## src/rtl/gp_regfile_sb.sv

```systemverilog
// General-purpose register file with three combinational read ports,
// same-cycle write forwarding, a per-register in-flight write scoreboard
// that raises STALL on read-after-write and saturation hazards, and a
// separately loaded flags register.
module gp_regfile_sb #(
  parameter int WIDTH        = 8,
  parameter int NUM_REGS     = 4,
  parameter int SEL_W        = 2,
  parameter int MAX_INFLIGHT = 3,
  parameter int FLAGS_W      = 4
) (
  input  logic                CLK,
  input  logic                RST,
  input  logic                WE,
  input  logic [SEL_W-1:0]    WSEL,
  input  logic [WIDTH-1:0]    WDATA,
  input  logic [SEL_W-1:0]    LHS_SEL,
  input  logic [SEL_W-1:0]    RHS_SEL,
  input  logic [SEL_W-1:0]    MAIN_SEL,
  output logic [WIDTH-1:0]    LHS_OUT,
  output logic [WIDTH-1:0]    RHS_OUT,
  output logic [WIDTH-1:0]    MAIN_OUT,
  input  logic                ISSUE,
  input  logic                ISSUE_LHS_EN,
  input  logic                ISSUE_RHS_EN,
  input  logic                ISSUE_DEST_EN,
  input  logic [SEL_W-1:0]    ISSUE_DEST,
  output logic                STALL,
  output logic [NUM_REGS-1:0] BUSY,
  input  logic                FLAGS_LOAD,
  input  logic [FLAGS_W-1:0]  FLAGS_IN,
  output logic [FLAGS_W-1:0]  FLAGS_OUT
);

  localparam int PEND_W = $clog2(MAX_INFLIGHT + 1);
  localparam logic [PEND_W-1:0] PEND_MAX = PEND_W'(MAX_INFLIGHT);
  localparam logic [PEND_W-1:0] PEND_ONE = PEND_W'(1);

  logic [NUM_REGS-1:0][WIDTH-1:0]  regs;
  logic [NUM_REGS-1:0][PEND_W-1:0] pend;
  logic [NUM_REGS-1:0]             inc;
  logic [NUM_REGS-1:0]             dec;
  logic                            lhs_haz;
  logic                            rhs_haz;
  logic                            dest_sat;

  // Read-port mux: out-of-range selects read as zero; a write to the same
  // register in this cycle is forwarded ahead of the stored value.
  function automatic logic [WIDTH-1:0] rd_port(
    input logic [SEL_W-1:0]               sel,
    input logic [NUM_REGS-1:0][WIDTH-1:0] rf,
    input logic                           we,
    input logic [SEL_W-1:0]               wsel,
    input logic [WIDTH-1:0]               wdata
  );
    logic [WIDTH-1:0] val;
    val = '0;
    for (int r = 0; r < NUM_REGS; r++) begin
      if (sel == SEL_W'(r)) begin
        val = (we && (wsel == sel)) ? wdata : rf[r];
      end
    end
    return val;
  endfunction

  // Source hazard: the register still has writes outstanding, unless the
  // only outstanding write is being written back (and forwarded) right now.
  function automatic logic src_hazard(
    input logic                            en,
    input logic [SEL_W-1:0]                sel,
    input logic [NUM_REGS-1:0][PEND_W-1:0] pd,
    input logic                            we,
    input logic [SEL_W-1:0]                wsel
  );
    logic haz;
    haz = 1'b0;
    for (int r = 0; r < NUM_REGS; r++) begin
      if (en && (sel == SEL_W'(r)) && (pd[r] != '0) &&
          !((pd[r] == PEND_ONE) && we && (wsel == sel))) begin
        haz = 1'b1;
      end
    end
    return haz;
  endfunction

  // Combinational read ports.
  always_comb begin
    LHS_OUT  = rd_port(LHS_SEL,  regs, WE, WSEL, WDATA);
    RHS_OUT  = rd_port(RHS_SEL,  regs, WE, WSEL, WDATA);
    MAIN_OUT = rd_port(MAIN_SEL, regs, WE, WSEL, WDATA);
  end

  // Hazard detection and scoreboard increment/decrement strobes. STALL is
  // built only from pend, the issue request and the write-back, so inc can
  // depend on STALL without forming a loop.
  always_comb begin
    dec      = '0;
    inc      = '0;
    dest_sat = 1'b0;
    for (int r = 0; r < NUM_REGS; r++) begin
      dec[r] = WE && (WSEL == SEL_W'(r)) && (pend[r] != '0);
    end
    for (int r = 0; r < NUM_REGS; r++) begin
      if (ISSUE_DEST_EN && (ISSUE_DEST == SEL_W'(r)) &&
          (pend[r] == PEND_MAX) && !dec[r]) begin
        dest_sat = 1'b1;
      end
    end
    lhs_haz = src_hazard(ISSUE_LHS_EN, LHS_SEL, pend, WE, WSEL);
    rhs_haz = src_hazard(ISSUE_RHS_EN, RHS_SEL, pend, WE, WSEL);
    STALL   = ISSUE && (lhs_haz || rhs_haz || dest_sat);
    for (int r = 0; r < NUM_REGS; r++) begin
      inc[r] = ISSUE && !STALL && ISSUE_DEST_EN && (ISSUE_DEST == SEL_W'(r));
    end
  end

  // Busy vector mirrors non-zero pending counters.
  always_comb begin
    BUSY = '0;
    for (int r = 0; r < NUM_REGS; r++) begin
      BUSY[r] = (pend[r] != '0);
    end
  end

  // Register storage: write-back to in-range selects only.
  always_ff @(posedge CLK) begin
    if (RST) begin
      regs <= '0;
    end else if (WE) begin
      for (int r = 0; r < NUM_REGS; r++) begin
        if (WSEL == SEL_W'(r)) begin
          regs[r] <= WDATA;
        end
      end
    end
  end

  // Scoreboard counters: simultaneous issue and write-back cancel out.
  always_ff @(posedge CLK) begin
    if (RST) begin
      pend <= '0;
    end else begin
      for (int r = 0; r < NUM_REGS; r++) begin
        if (inc[r] && !dec[r]) begin
          pend[r] <= pend[r] + PEND_ONE;
        end else if (!inc[r] && dec[r]) begin
          pend[r] <= pend[r] - PEND_ONE;
        end
      end
    end
  end

  // Flags register: load-enabled, no forwarding.
  always_ff @(posedge CLK) begin
    if (RST) begin
      FLAGS_OUT <= '0;
    end else if (FLAGS_LOAD) begin
      FLAGS_OUT <= FLAGS_IN;
    end
  end

endmodule

```

## config.mk

```make
export PLATFORM = sky130hd
export DESIGN_NAME = gp_regfile_sb
export DESIGN_NICKNAME = d
export VERILOG_FILES = /design/src/rtl/gp_regfile_sb.sv
export SDC_FILE = /design/constraint.sdc
export NUM_CORES = 1
export LEC_CHECK = 0
export CORE_MARGIN = 4
export CORE_UTILIZATION = 45
export CTS_CLUSTER_SIZE = 8
export DETAILED_ROUTE_END_ITERATION = 12
export GPL_TIMING_DRIVEN = 0
export PLACE_DENSITY = 0.71
export SLEW_MARGIN = 30
export SYNTH_ARGS = -nofsm -noshare
export SYNTH_HDL_FRONTEND = slang
export SYNTH_SLANG_ARGS = --single-unit
```

## constraint.sdc

```tcl
create_clock -name CLK -period 4.61 [get_ports CLK]
set_input_delay 0.6915 -clock CLK [delete_from_list [all_inputs] [get_ports CLK]]
set_output_delay 0.6915 -clock CLK [all_outputs]
set_load 0.1 [all_outputs]
```

======== Word-level counts from Yosys, hierarchy flattened ========
Index checks and enable logic that the tools add are counted.
W data, S select, Z words.
word-level totals
  bits in registers ....................... 44
  input bits .............................. 30
  output and inout port bits .............. 33
  logic and storage cells ................. 197
operators by class
  add/subtract/negate cells ............... 8
  equality and inequality tests ........... 26
  mux-type cells .......................... 44
  reductions and logical operators ........ 110
operators with widths
  operator               count
  $mux W8                24
  $logic_and A1 B1 Y1    74
  $eq A2 B2 Y1 const B   14
  $eq A2 B1 Y1 const B   9
  $logic_not A1 Y1       17
  $mux W2                8
  $reduce_bool A2 Y1     8
  $mux W1                12
  $logic_not A2 Y1       5
  $add A2 B1 Y2 const B  4
  $reduce_and A2 Y1      4
  $sub A2 B1 Y2 const B  4
  $eq A2 B2 Y1           3
  $logic_or A1 B1 Y1     2

======== Logic depth before layout (Yosys ltp) ========
Gate-level depths: netlist of the first run.
  depth in word-level cells ............... 20
  depth in mapped cells ................... 12
  depth with buffers taken out ............ 12

======== Worst setup path after synthesis of the first run ========
No wires, ideal clock.
  kind .................................... in2out
  from .................................... input LHS_SEL[0]
  to ...................................... output STALL
  arrival ................................. 3107 ps
  required time ........................... 3919 ps
  path slack .............................. 811 ps
  stages .................................. 6
  buffers on the path ..................... 1
  cell sequence ........................... buf_6 -> or4b_1 -> a21oi_1 -> nor4_2 -> and3_1 -> a21boi_1
on the way
  cells in the longest elaborated chain, start to end .. 11
  elaborated cells between the ends (all ways) .. 32
  classes of those cells .................. eq/ne: 4; mux: 4; reduce/logical: 24
ends and longest elaborated chain
  what                                                            RTL line  RTL
  start: declaration                                              17        input logic [SEL_W-1:0] LHS_SEL,
  $eq A2 B2 Y1 / $logic_not A2 Y1 (equally long branches)         79, 78
  $logic_and A1 B1 Y1 (on tied branches)                          79, 78
  $logic_not A1 Y1 / $logic_and A1 B1 Y1 (equally long branches)  79, 78
  $logic_and A1 B1 Y1                                             78        if (en && (sel == SEL_W'(r)) && (pd[r] != '0) &&
  $mux W1 (3 in series)                                           78
  $mux W1 (*)                                                     78
  $logic_or A1 B1 Y1 (*) (2 in series)                            111       STALL = ISSUE && (lhs_haz || rhs_haz || dest_sat);
  $logic_and A1 B1 Y1 (*)                                         111
  end: declaration                                                28        output logic STALL,
Every way passes the cells marked *; elsewhere a longest branch is shown, timed or not.

======== Worst setup path in the final report of the first run ========
  from .................................... input WSEL[0]
  to ...................................... output STALL
on the way
  cells in the longest elaborated chain, start to end .. 11
  elaborated cells between the ends (all ways) .. 61
  classes of those cells .................. eq/ne: 5; mux: 12; reduce/logical: 44
ends and longest elaborated chain
  what                                                            RTL line  RTL
  start: declaration                                              15        input logic [SEL_W-1:0] WSEL,
  $eq A2 B2 Y1 / $logic_not A2 Y1 (equally long branches)         79, 101
  $logic_and A1 B1 Y1 (on tied branches)                          79, 101
  $logic_not A1 Y1 / $logic_and A1 B1 Y1 (equally long branches)  79, 101
  $logic_and A1 B1 Y1 / $logic_not A1 Y1 (equally long branches)  78, 105
  $mux W1 / $logic_and A1 B1 Y1 (equally long branches)           78, 105
  $mux W1 (on tied branches) (3 in series)                        78, 104
  $logic_or A1 B1 Y1 / $mux W1 (equally long branches)            111, 104
  $logic_or A1 B1 Y1 (*)                                          111
  $logic_and A1 B1 Y1 (*)                                         111
Marks and branches as above.

==> summary.log, run 1 <==
INFO  run_status     outcome=finished, final reports clean
INFO  final_layout   antenna_cells=0
INFO  drt            vias=2639
INFO  floorplan      initial_core_util=46.5%
INFO  logic_synthesis synth_cell_types=47
INFO  logic_synthesis post_synth_inst_count=316
INFO  logic_synthesis synth-warning-count=0
INFO  clock_tree     clk_root_buffer_cell=clkbuf_8
INFO  drt            drt_drc_violations_left=0
INFO  placed_design  place_inst=469
INFO  worst_setup_path cp_top_family=buffers and inverters
INFO  drt            wl_cell=17.2um
INFO  clock_tree     clockBufferDepth=2
INFO  worst_setup_path cp_slowest_cell=clkdlybuf4s50_1
INFO  sta            relSlewSlack=33.5%
INFO  floorplan      row_count=30
INFO  grt            globalRouteOverflowTotal=0
INFO  final_layout   fraction_of_final_layout_cells_with_drive_strength_greater_than_1=18.6%
INFO  drt            drt_pre_antenna_iters=4
INFO  worst_setup_path setup.worst_path.start_class=primary input
INFO  logic_synthesis yosys-top-cells-area=dfxtp_1, mux4_2, mux2_2
INFO  sta            tightest_pin_transition=0.994ns
INFO  sta            final-hold-violation-count=0
INFO  power          power.density_cell_area=285nW/um^2
INFO  hold_path      hold_path.startpoint=regs[31]
INFO  final_layout   final_area=3960um^2
INFO  placed_design  gp_congestion=0.845
INFO  power          vdd_drop_max=197uV
INFO  grt            grt_util_met2=35.8%
INFO  final_layout   finish.cell_count_without_fillers=477
INFO  clock_tree     h-tree-depth=2
INFO  grt            grt_max_degree=14
INFO  sta            timing.fmax=230MHz
INFO  clock_tree     clk_latency=0.30ns
INFO  drt            via_per_inst=5.53
INFO  clock_tree     tritoncts_num_sinks=44
INFO  worst_setup_path r2r_start=pend[0]
INFO  final_layout   num-nets-final=426
INFO  logic_synthesis yosysTopAreaCell=dfxtp_1
INFO  logic_synthesis syn_area_per_cell=9.99um^2
INFO  sta            layout_min_cycle_time=4.35ns
INFO  clock_tree     cts.repair_timing.setup_buffer_count=0
INFO  logic_synthesis synth-seq-cells=44
INFO  clock_tree     worst_setup_hold_path_clk_slew=0.08ns
INFO  logic_synthesis synth.top_cell.area_share=27.9%
INFO  drt            antenna_left=0
INFO  placed_design  post-dp-hpwl=5870um
INFO  worst_setup_path slowest_delay=1.15ns
INFO  logic_synthesis syn_nets=362
INFO  worst_setup_path critPathBufInv=3
INFO  worst_setup_path cp-startpoint=WSEL[0]
INFO  worst_setup_path cp_max_fo=10
INFO  clock_tree     ctsHoldBuffers=0
INFO  worst_setup_path worstPathRequired=3.92ns
INFO  logic_synthesis syn-cell-area=3160um^2
INFO  logic_synthesis synth-seq-area-share=27.9%
INFO  hold_path      class_of_the_tightest_hold_or_removal_check=reg2reg
INFO  power          power.total=1.13mW
INFO  grt            grt_pass1_wl=13400um
INFO  drt            totalWireLength=8210um
INFO  sta            fin_ws=0.259ns
INFO  final_layout   syn_to_final_growth=25.3%
INFO  sta            total_neg_setup_slack=0ns
INFO  clock_tree     post_cts_resized=0
INFO  grt            first_global_vias=2698
INFO  floorplan      ioPinCount=63
INFO  grt            grt_antenna_before_repair=0
INFO  clock_tree     cts_made_buffers=5
INFO  logic_synthesis ys_async_sr_fraction=0%
INFO  grt            grtUsageTotal=19.9%
INFO  logic_synthesis synth_top_flop_cell=dfxtp_1
INFO  placed_design  placement.cell_area=3850um^2
INFO  placed_design  port-buffer-count=57
INFO  sta            final.period_utilization=94.4%
INFO  power          leakagePower=1.64nW
INFO  sta            timing.final.max_slew_violations=0
INFO  floorplan      fp.dieH=91.8um
INFO  grt            global_route.usage.met3=3.69%
INFO  worst_setup_path setup.worst_path.class=in2out
INFO  grt            gr-usage-met1=24.1%
INFO  worst_setup_path worst-endpoint-arrival=3.66ns
INFO  sta            layout_skew=0.00190ns
INFO  grt            grt_busiest_layer=met2
INFO  sta            timing.hold.ws=0.486ns
INFO  run            max_cap_viol_count=0
INFO  final_layout   layout.core_utilization=58.2%
INFO  clock_tree     cts_tree=done
INFO  floorplan      floorplan.die.width=91.8um
INFO  floorplan      fp.coreArea=6790um^2
INFO  floorplan      design.die.area=8420um^2
INFO  sta            grt_setup_unrepaired=false
INFO  drt            iteration_0_drc_markers=150
INFO  placed_design  detailedPlace.worstSlack=0.240ns
INFO  logic_synthesis synth-edff-count=0
INFO  sta            final-setup-viol-count=0
INFO  worst_setup_path critPathCaptureType=primary output
INFO  worst_setup_path crit_chain=clkdlybuf4s50_1 -> buf_6 -> nand3b_1 -> o21ai_0 -> o211ai_1 -> o211ai_1 -> a21boi_1 -> clkdlybuf4s50_1
## routing by layer
layer  share of wire, %  wire [um]
met3                7.0        571
met2                 51       4190
met4                1.5        122
met1                 41       3330
met5                  0          0
## registers in the layout, summed over array words and instances, names as in the netlist
name and flops:
FLAGS_OUT 4, pend 8, regs 32
## placed cells by master, fill, tap and decap left out, drive strengths merged, types with 2 or more instances in the layout
cell / netlist / final
o21ai: 4 / 4
or4b: 2 / 2
nand2: 38 / 38
xor2: 10 / 10
nor3b: 2 / 2
xnor2: 4 / 4
nor3: 2 / 2
ha: 16 / 16
and3: 2 / 2
nor4b: 2 / 2
nand3b: 3 / 3
mux2i: 22 / 22
clkdlybuf4s50: 0 / 57
buf: 13 / 13
dfxtp: 44 / 44
mux4: 24 / 24
nor2: 33 / 33
nand3: 3 / 3
a21oi: 22 / 22
and3b: 2 / 2
clkbuf: 7 / 13
mux2: 26 / 26
inv: 15 / 15
o211ai: 3 / 3
## final timing paths
| path | endpoint | slack, ns | cells past startpoint |
|---|---|---|---|
| hold / removal | regs[31] | 0.49 | 2 |
| setup reg to reg | pend[5] | 2.17 | 12 |
| hold reg to reg | regs[31] | 0.49 | 2 |
| setup / recovery | STALL | 0.26 | 8 |
## worst min-delay path, stage by stage (launching register included)
cell and delay, ns:
dfxtp_1 0.33, nand2_1 0.06, a21oi_1 0.05
## cell usage after synthesis (3+ instances only)
master     n
nor2_1    33
mux2i_1   22
buf_4      5
buf_6      3
o21ai_0    3
nand2_1   38
nand3b_1   3
nand3_1    3
o211ai_1   3
xor2_1    10
xnor2_1    4
inv_1     15
mux4_2    21
buf_2      5
a21oi_1   22
dfxtp_1   44
mux4_1     3
clkbuf_1   7
ha_1      16
mux2_2    24
## kinds of logic after synthesis
logic type | Yosys count | synth area share, %
flops | 44 | 27.9
buf+inv | 35 | 5.67
mux | 72 | 33.7
fa+ha+maj | 16 | 6.34
simple gates | 97 | 15.0
xor+xnor | 14 | 3.88
compound gates | 38 | 7.49
## final cells by class
class | instances | area (um^2)
fillers | 606 | 2840
multi-input cells | 237 | 2100
flip-flops and latches | 44 | 881
repair buffers | 57 | 571
plain buffers | 20 | 123
well taps | 96 | 120
clock buffers | 6 | 72.6
inverters | 15 | 56.3
clock inverters | 2 | 35.0
## report_power, final
part	total, mW	switching (mW)	internal (mW)
logic	0.420	0.283	0.137
clock network	0.297	0.136	0.161
registers	0.410	0.0140	0.396
total	1.13	0.433	0.694
Note: power is estimated with default switching activity, not from simulation.
==> run 2: changes to the inputs <==
- CORE_UTILIZATION: 45 -> 40
- PLACE_DENSITY: 0.71 -> default
==> summary.log, run 2 (synthesis gave the netlist of run 1 again) <==
INFO  sta            fin_ws=0.211ns [was 0.259 ns]
INFO  sta            layout_skew=0.00225ns [was 0.00190 ns]
INFO  grt            globalRouteOverflowTotal=0 [unchanged]
INFO  placed_design  post-dp-hpwl=5850um [was 5870 um]
INFO  placed_design  detailedPlace.worstSlack=0.196ns [was 0.240 ns]
INFO  sta            timing.fmax=227MHz [was 230 MHz]
INFO  final_layout   top_regs=regs: 32 flops, pend: 8 flops, FLAGS_OUT: 4 flops [unchanged]
INFO  sta            final-hold-violation-count=0 [unchanged]
INFO  clock_tree     worst_setup_hold_path_clk_slew=0.09ns [was 0.08 ns]
INFO  final_layout   fraction_of_final_layout_cells_with_drive_strength_greater_than_1=18.9% [was 18.6%]
INFO  drt            drt_pre_antenna_iters=4 [unchanged]
INFO  worst_setup_path worstPathRequired=3.92ns [about the same]
INFO  placed_design  port-buffer-count=57 [unchanged]
INFO  final_layout   fillCellCount=738 [was 606]
INFO  floorplan      fp.coreArea=7690um^2 [was 6790 um^2]
INFO  placed_design  place_inst=475 [was 469]
INFO  floorplan      fp.dieH=96.9um [was 91.8 um]
INFO  worst_setup_path critPathCaptureType=primary output [unchanged]
INFO  worst_setup_path worst-endpoint-arrival=3.71ns [was 3.66 ns]
INFO  placed_design  gp_congestion=0.828 [was 0.845]
INFO  clock_tree     tritoncts_num_sinks=44 [unchanged]
INFO  drt            iteration_0_drc_markers=104 [was 150]
INFO  worst_setup_path setup.worst_path.start_class=primary input [unchanged]
INFO  sta            grt_setup_unrepaired=false [unchanged]
INFO  power          vdd_drop_max=178uV [was 197 uV]
INFO  drt            vias=2593 [was 2639]
INFO  final_layout   antenna_cells=0 [unchanged]
INFO  grt            grt_max_degree=16 [was 14]
INFO  sta            final.period_utilization=95.4% [was 94.4%]
INFO  clock_tree     cts.repair_timing.setup_buffer_count=0 [unchanged]
INFO  run            max_cap_viol_count=0 [unchanged]
INFO  floorplan      row_count=32 [was 30]
INFO  final_layout   final_common_cell=clkdlybuf4s50_1 [unchanged]
INFO  drt            via_per_inst=5.37 [was 5.53]
INFO  floorplan      ioPinCount=63 [unchanged]
INFO  final_layout   mostFrequentLayoutCells=clkdlybuf4s50_1, dfxtp_1, nand2_1 [unchanged]
INFO  drt            drt_drc_violations_left=0 [unchanged]
INFO  worst_setup_path cp_max_fo=10 [unchanged]
INFO  clock_tree     clockBufferDepth=2 [unchanged]
INFO  floorplan      floorplan.die.width=96.9um [was 91.8 um]
INFO  drt            wl_cell=17.1um [was 17.2 um]
INFO  grt            grtUsageTotal=17.6% [was 19.9%]
INFO  hold_path      class_of_the_tightest_hold_or_removal_check=reg2reg [unchanged]
INFO  drt            totalWireLength=8250um [was 8210 um]
INFO  clock_tree     clk_root_buffer_cell=clkbuf_8 [unchanged]
INFO  sta            final-setup-viol-count=0 [unchanged]
INFO  power          power.density_cell_area=287nW/um^2 [was 285 nW/um^2]
INFO  clock_tree     post_cts_resized=0 [unchanged]
INFO  power          leakagePower=1.64nW [about the same]
INFO  sta            timing.final.max_slew_violations=0 [unchanged]
INFO  grt            grt_pass1_wl=13300um [was 13400 um]
INFO  sta            tightest_pin_transition=0.983ns [was 0.994 ns]
INFO  grt            grt_antenna_before_repair=0 [unchanged]
INFO  final_layout   syn_to_final_growth=25.8% [was 25.3%]
INFO  sta            relSlewSlack=34.2% [was 33.5%]
INFO  final_layout   largest_register_ffs=32 [unchanged]
INFO  worst_setup_path setup.worst_path.class=in2out [unchanged]
INFO  final_layout   num-nets-final=426 [unchanged]
INFO  drt            antenna_left=0 [unchanged]
INFO  final_layout   finish.cell_count_without_fillers=483 [was 477]
INFO  floorplan      initial_core_util=41.1% [was 46.5%]
INFO  sta            total_neg_setup_slack=0ns [unchanged]
INFO  clock_tree     clk_latency=0.31ns [was 0.30 ns]
INFO  final_layout   largest_register=regs [unchanged]
INFO  clock_tree     cts_made_buffers=5 [unchanged]
INFO  floorplan      design.die.area=9380um^2 [was 8420 um^2]
INFO  grt            first_global_vias=2566 [was 2698]
INFO  run_status     outcome=finished, final reports clean [unchanged]
INFO  clock_tree     ctsHoldBuffers=0 [unchanged]
INFO  clock_tree     h-tree-depth=2 [unchanged]
INFO  sta            layout_min_cycle_time=4.40ns [was 4.35 ns]
INFO  clock_tree     cts_tree=done [unchanged]
-- run 2: cell types whose count changed in the layout (fill, tap and decap cells not counted), sizes merged --
| cell | before | now |
|---|---|---|
| clkbuf | 13 | 12 |
| clkinv | 1 | 0 |
| clkinvlp | 0 | 1 |
| inv | 15 | 16 |
-- run 2: worst paths after layout --
check           start       end  slack (ns)  cells after the start
max           WSEL[0]     STALL        0.21                      8
min          regs[27]  regs[27]        0.48                      2
max reg2reg   pend[2]   pend[1]        2.11                     12
min reg2reg  regs[27]  regs[27]        0.48                      2
-- run 2: per-stage QoR --
| stage | cell area [um^2] | total power, mW | util [%] | hold slack, ns |
|---|---|---|---|---|
| detailed placement | 3860 | 0.839 | 50.2 | 0.472 |
| global route | 3970 | 1.19 | 51.7 | 0.503 |
| global placement | 3860 | 0.837 | 50.2 | 0.465 |
| floorplan | 3160 | 0.729 | - | 0.451 |
| CTS | 3970 | 1.15 | 51.7 | 0.484 |
| finish | 3970 | 1.14 | 51.7 | 0.484 |
-- run 2: worst max-delay path, cell delays in order --
cell and delay, ns:
clkdlybuf4s50_1 0.53, buf_6 0.16, nand3b_1 0.40, o21ai_0 0.16, o211ai_1 0.28, o211ai_1 0.14, a21boi_1 0.18, clkdlybuf4s50_1 1.16
-- run 2: where the power goes --
group / switching, mW / leakage [nW] / internal [mW]
Sequential: 0.0132 / 0.358 / 0.396
Combinational: 0.284 / 1.22 / 0.137
Clock: 0.145 / 0.0548 / 0.163
Total: 0.443 / 1.64 / 0.696
-- run 2: final cells by class --
class / instances / area (um^2) / area share (%)
Buffer: 20 / 123 / 3.09
Clock buffer: 5 / 68.8 / 1.73
Clock inverter: 3 / 46.3 / 1.17
Inverter: 15 / 56.3 / 1.42
Multi-Input combinational cell: 237 / 2100 / 52.8
Sequential cell: 44 / 881 / 22.2
Tap cell: 102 / 128 / 3.21
Timing Repair Buffer: 57 / 571 / 14.4
-- run 2: routing by layer --
layer | up-vias | wire (um) | global-route usage (%)
met5 | - | 0 | 0
met4 | 0 | 78 | 4.32
met3 | 12 | 379 | 3.53
met2 | 63 | 4070 | 30.9
met1 | 1251 | 3720 | 22.1
li1 | 1267 | - | -
==> run 3: changes to the inputs <==
- ABC_AREA: default -> 1
- CTS_CLUSTER_SIZE: 8 -> 25
==> summary.log, run 3 <==
INFO  placed_design  post-dp-hpwl=8690um [was 5850 um]
INFO  logic_synthesis synth-seq-area-share=26.4% [was 27.9%]
INFO  final_layout   num-nets-final=616 [was 426]
INFO  final_layout   fillCellCount=860 [was 738]
INFO  final_layout   sequential_cell_area=881um^2 [unchanged]
INFO  drt            totalWireLength=11800um [was 8250 um]
INFO  placed_design  port-buffer-count=58 [was 57]
INFO  final_layout   fraction_of_final_layout_cells_with_drive_strength_greater_than_1=7.01% [was 18.9%]
INFO  floorplan      ioPinCount=63 [unchanged]
INFO  worst_setup_path critPathBufInv=3 [unchanged]
INFO  sta            final.period_utilization=97.5% [was 95.4%]
INFO  clock_tree     h-tree-depth=2 [unchanged]
INFO  drt            vias=3775 [was 2593]
INFO  clock_tree     ctsHoldBuffers=0 [unchanged]
INFO  worst_setup_path r2r_start=pend[2] [unchanged]
INFO  run_status     outcome=finished, final reports clean [unchanged]
INFO  logic_synthesis synthMostInstantiatedCell=nand2_1 [was dfxtp_1]
INFO  drt            drt_drc_violations_left=0 [unchanged]
INFO  final_layout   largest_register_ffs=32 [unchanged]
INFO  logic_synthesis syn_nets=551 [was 362]
INFO  floorplan      fp.dieH=99.4um [was 96.9 um]
INFO  floorplan      row_count=33 [was 32]
INFO  sta            tightest_pin_transition=0.983ns [about the same]
INFO  final_layout   combined_area_of_the_multi_input_logic_cells=2010um^2 [was 2100 um^2]
INFO  sta            total_neg_setup_slack=0ns [unchanged]
INFO  worst_setup_path rr_endpoint=pend[4] [was pend[1]]
INFO  worst_setup_path setup.worst_path.start_class=primary input [unchanged]
INFO  clock_tree     tritoncts_num_sinks=44 [unchanged]
INFO  worst_setup_path slowest_delay=1.16ns [about the same]
INFO  final_layout   top_regs=regs: 32 flops, pend: 8 flops, FLAGS_OUT: 4 flops [unchanged]
INFO  sta            timing.final.max_slew_violations=0 [unchanged]
INFO  sta            final-setup-viol-count=0 [unchanged]
INFO  grt            globalRouteOverflowTotal=0 [unchanged]
INFO  clock_tree     clk_root_buffer_cell=clkbuf_8 [unchanged]
INFO  final_layout   syn_to_final_growth=24.8% [was 25.8%]
INFO  worst_setup_path cp_slowest_cell=clkdlybuf4s50_1 [unchanged]
INFO  logic_synthesis synth-edff-count=0 [unchanged]
INFO  logic_synthesis yosys-top-cells-area=dfxtp_1, nand2_1, inv_1 [was dfxtp_1, mux4_2, mux2_2]
INFO  worst_setup_path cp_top_family=buffers and inverters [unchanged]
INFO  placed_design  gp_congestion=0.954 [was 0.828]
INFO  worst_setup_path worst-endpoint-arrival=3.80ns [was 3.71 ns]
INFO  sta            final-hold-violation-count=0 [unchanged]
INFO  logic_synthesis ys_async_sr_fraction=0% [unchanged]
INFO  clock_tree     cts_made_buffers=5 [unchanged]
INFO  clock_tree     cts_tree=done [unchanged]
INFO  worst_setup_path crit_chain=clkdlybuf4s50_1 -> clkinv_1 -> nand2_1 -> nand2_1 -> nand3_4 -> nand3_2 -> nor2_1 -> nor2_1 -> a31oi_1 -> clkdlybuf4s50_1 [was clkdlybuf4s50_1 -> buf_6 -> nand3b_1 -> o21ai_0 -> o211ai_1 -> o211ai_1 -> a21boi_1 -> clkdlybuf4s50_1]
INFO  drt            iteration_0_drc_markers=375 [was 104]
INFO  grt            grtUsageTotal=24.2% [was 17.6%]
INFO  logic_synthesis yosysTopAreaCell=dfxtp_1 [unchanged]
INFO  worst_setup_path cp-endpoint=LHS_OUT[1] [was STALL]
INFO  logic_synthesis post_synth_inst_count=505 [was 316]
INFO  floorplan      fp.coreArea=8180um^2 [was 7690 um^2]
INFO  drt            antenna_left=0 [unchanged]
INFO  logic_synthesis synth_cell_types=38 [was 47]
INFO  hold_path      class_of_the_tightest_hold_or_removal_check=reg2reg [unchanged]
INFO  logic_synthesis synth_top_flop_cell=dfxtp_1 [unchanged]
INFO  grt            grt_antenna_before_repair=0 [unchanged]
INFO  grt            first_global_vias=3598 [was 2566]
INFO  run            max_cap_viol_count=0 [unchanged]
INFO  logic_synthesis synth_commonest_cells=nand2_1, inv_1, nor2_1 [was dfxtp_1, nand2_1, nor2_1]
INFO  worst_setup_path r2r_slack=2.44ns [was 2.11 ns]
INFO  clock_tree     clockBufferDepth=2 [unchanged]
INFO  worst_setup_path critPathCaptureType=primary output [unchanged]
INFO  power          leakagePower=1.82nW [was 1.64 nW]
INFO  power          power.density_cell_area=307nW/um^2 [was 287 nW/um^2]
INFO  sta            timing.fmax=222MHz [was 227 MHz]
INFO  sta            timing.hold.ws=0.467ns [was 0.484 ns]
INFO  sta            grt_setup_unrepaired=false [unchanged]
INFO  floorplan      design.die.area=9870um^2 [was 9380 um^2]
INFO  worst_setup_path cp-startpoint=LHS_SEL[0] [was WSEL[0]]
INFO  sta            relSlewSlack=34.2% [about the same]
INFO  clock_tree     cts.repair_timing.setup_buffer_count=0 [unchanged]
INFO  logic_synthesis syn-cell-area=3340um^2 [was 3160 um^2]
INFO  drt            drt_pre_antenna_iters=5 [was 4]
INFO  logic_synthesis synth-warning-count=0 [unchanged]
INFO  worst_setup_path worstPathRequired=3.92ns [about the same]
INFO  logic_synthesis synth.top_cell.area_share=26.4% [was 27.9%]
INFO  power          vdd_drop_max=149uV [was 178 uV]
INFO  clock_tree     post_cts_resized=0 [unchanged]
INFO  sta            layout_skew=0.00534ns [was 0.00225 ns]
INFO  worst_setup_path cp_max_fo=8 [was 10]
INFO  drt            wl_cell=17.5um [was 17.1 um]
INFO  final_layout   mostFrequentLayoutCells=nand2_1, inv_1, clkdlybuf4s50_1 [was clkdlybuf4s50_1, dfxtp_1, nand2_1]
INFO  final_layout   antenna_cells=0 [unchanged]
INFO  worst_setup_path setup.worst_path.class=in2out [unchanged]
INFO  floorplan      floorplan.die.width=99.4um [was 96.9 um]
INFO  final_layout   final_common_cell=nand2_1 [was clkdlybuf4s50_1]
INFO  logic_synthesis synth-seq-cells=44 [unchanged]
INFO  worst_setup_path reg2regPathDepth=12 [unchanged]
INFO  final_layout   largest_register=regs [unchanged]
INFO  grt            grt_max_degree=16 [unchanged]
INFO  floorplan      initial_core_util=40.8% [was 41.1%]
INFO  worst_setup_path worst-path-stages=10 [was 8]
INFO  clock_tree     clk_latency=0.32ns [was 0.31 ns]
INFO  drt            via_per_inst=5.58 [was 5.37]
INFO  clock_tree     worst_setup_hold_path_clk_slew=0.09ns [about the same]
INFO  logic_synthesis syn_area_per_cell=6.61um^2 [was 9.99 um^2]
INFO  sta            layout_min_cycle_time=4.50ns [was 4.40 ns]
INFO  grt            grt_pass1_wl=18700um [was 13300 um]
[run 3: cell types whose count changed in the layout (fill, tap and decap cells not counted), moves of 21 or more]
cell,before,now
inv_1,15,89
nand2_1,38,96
o21ai_0,3,33
a211oi_1,0,28
mux2_2,24,0
mux2i_1,22,0
mux4_2,21,0
[run 3: worst min path at each step]
stage | from | to | slack, ns | depth (start not counted)
finish | FLAGS_OUT[3] | FLAGS_OUT[3] | 0.47 | 2
global route | FLAGS_OUT[3] | FLAGS_OUT[3] | 0.49 | 2
CTS | FLAGS_OUT[3] | FLAGS_OUT[3] | 0.47 | 2
detailed placement | FLAGS_OUT[3] | FLAGS_OUT[3] | 0.45 | 2
global placement | FLAGS_OUT[1] | FLAGS_OUT[1] | 0.45 | 2
floorplan | regs[22] | regs[22] | 0.46 | 2
[run 3: cells by family (layout without fill, tap and decap cells)]
group	Yosys count	in the layout	share of synthesized area [%]
and+or+nand+nor	196	196	27.6
AOI/OAI and AO/OA	131	131	23.8
buffers and inverters	108	174	13.4
DFF	44	44	26.4
adders and majority gates	16	16	5.99
xor gates and xnor gates	10	10	2.85
[run 3: power breakdown]
group / internal [mW] / switching, mW
logic: 0.139 / 0.402
clock network: 0.164 / 0.161
registers: 0.400 / 0.0130
total: 0.702 / 0.577
[run 3: tightest hold or removal path: stages (launching register included)]
cell     delay, ns
dfxtp_1       0.32
nand2_1       0.06
a21oi_1       0.05
[run 3: per-layer routing]
layer  vias up  routed length [um]  GRT usage [%]
li1       1814                   -              -
met1      1715                5070           31.6
met2       199                5300           38.6
met3        47                 938           4.77
met4         0                 515           10.7
met5         -                   0              0
[run 3: area by class of cell]
type	instances	share of cell area [%]
multi-input combinational	353	48.3
sequential	44	21.1
timing repair buffer	58	13.9
inverter	91	8.32
tap	105	3.15
buffer	17	2.43
clock buffer	5	1.65
clock inverter	3	1.11
[run 3: through the flow]
stage	setup slack, ns	cells	utilization [%]	total power, mW	cell area (um^2)
floorplan	0.222	505	-	0.809	3340
global placement	0.157	668	49.6	0.956	4050
detailed placement	0.169	668	49.6	0.959	4050
CTS	0.160	676	51.0	1.28	4170
global route	0.0188	676	51.0	1.33	4170
finish	0.115	676	51.0	1.28	4170
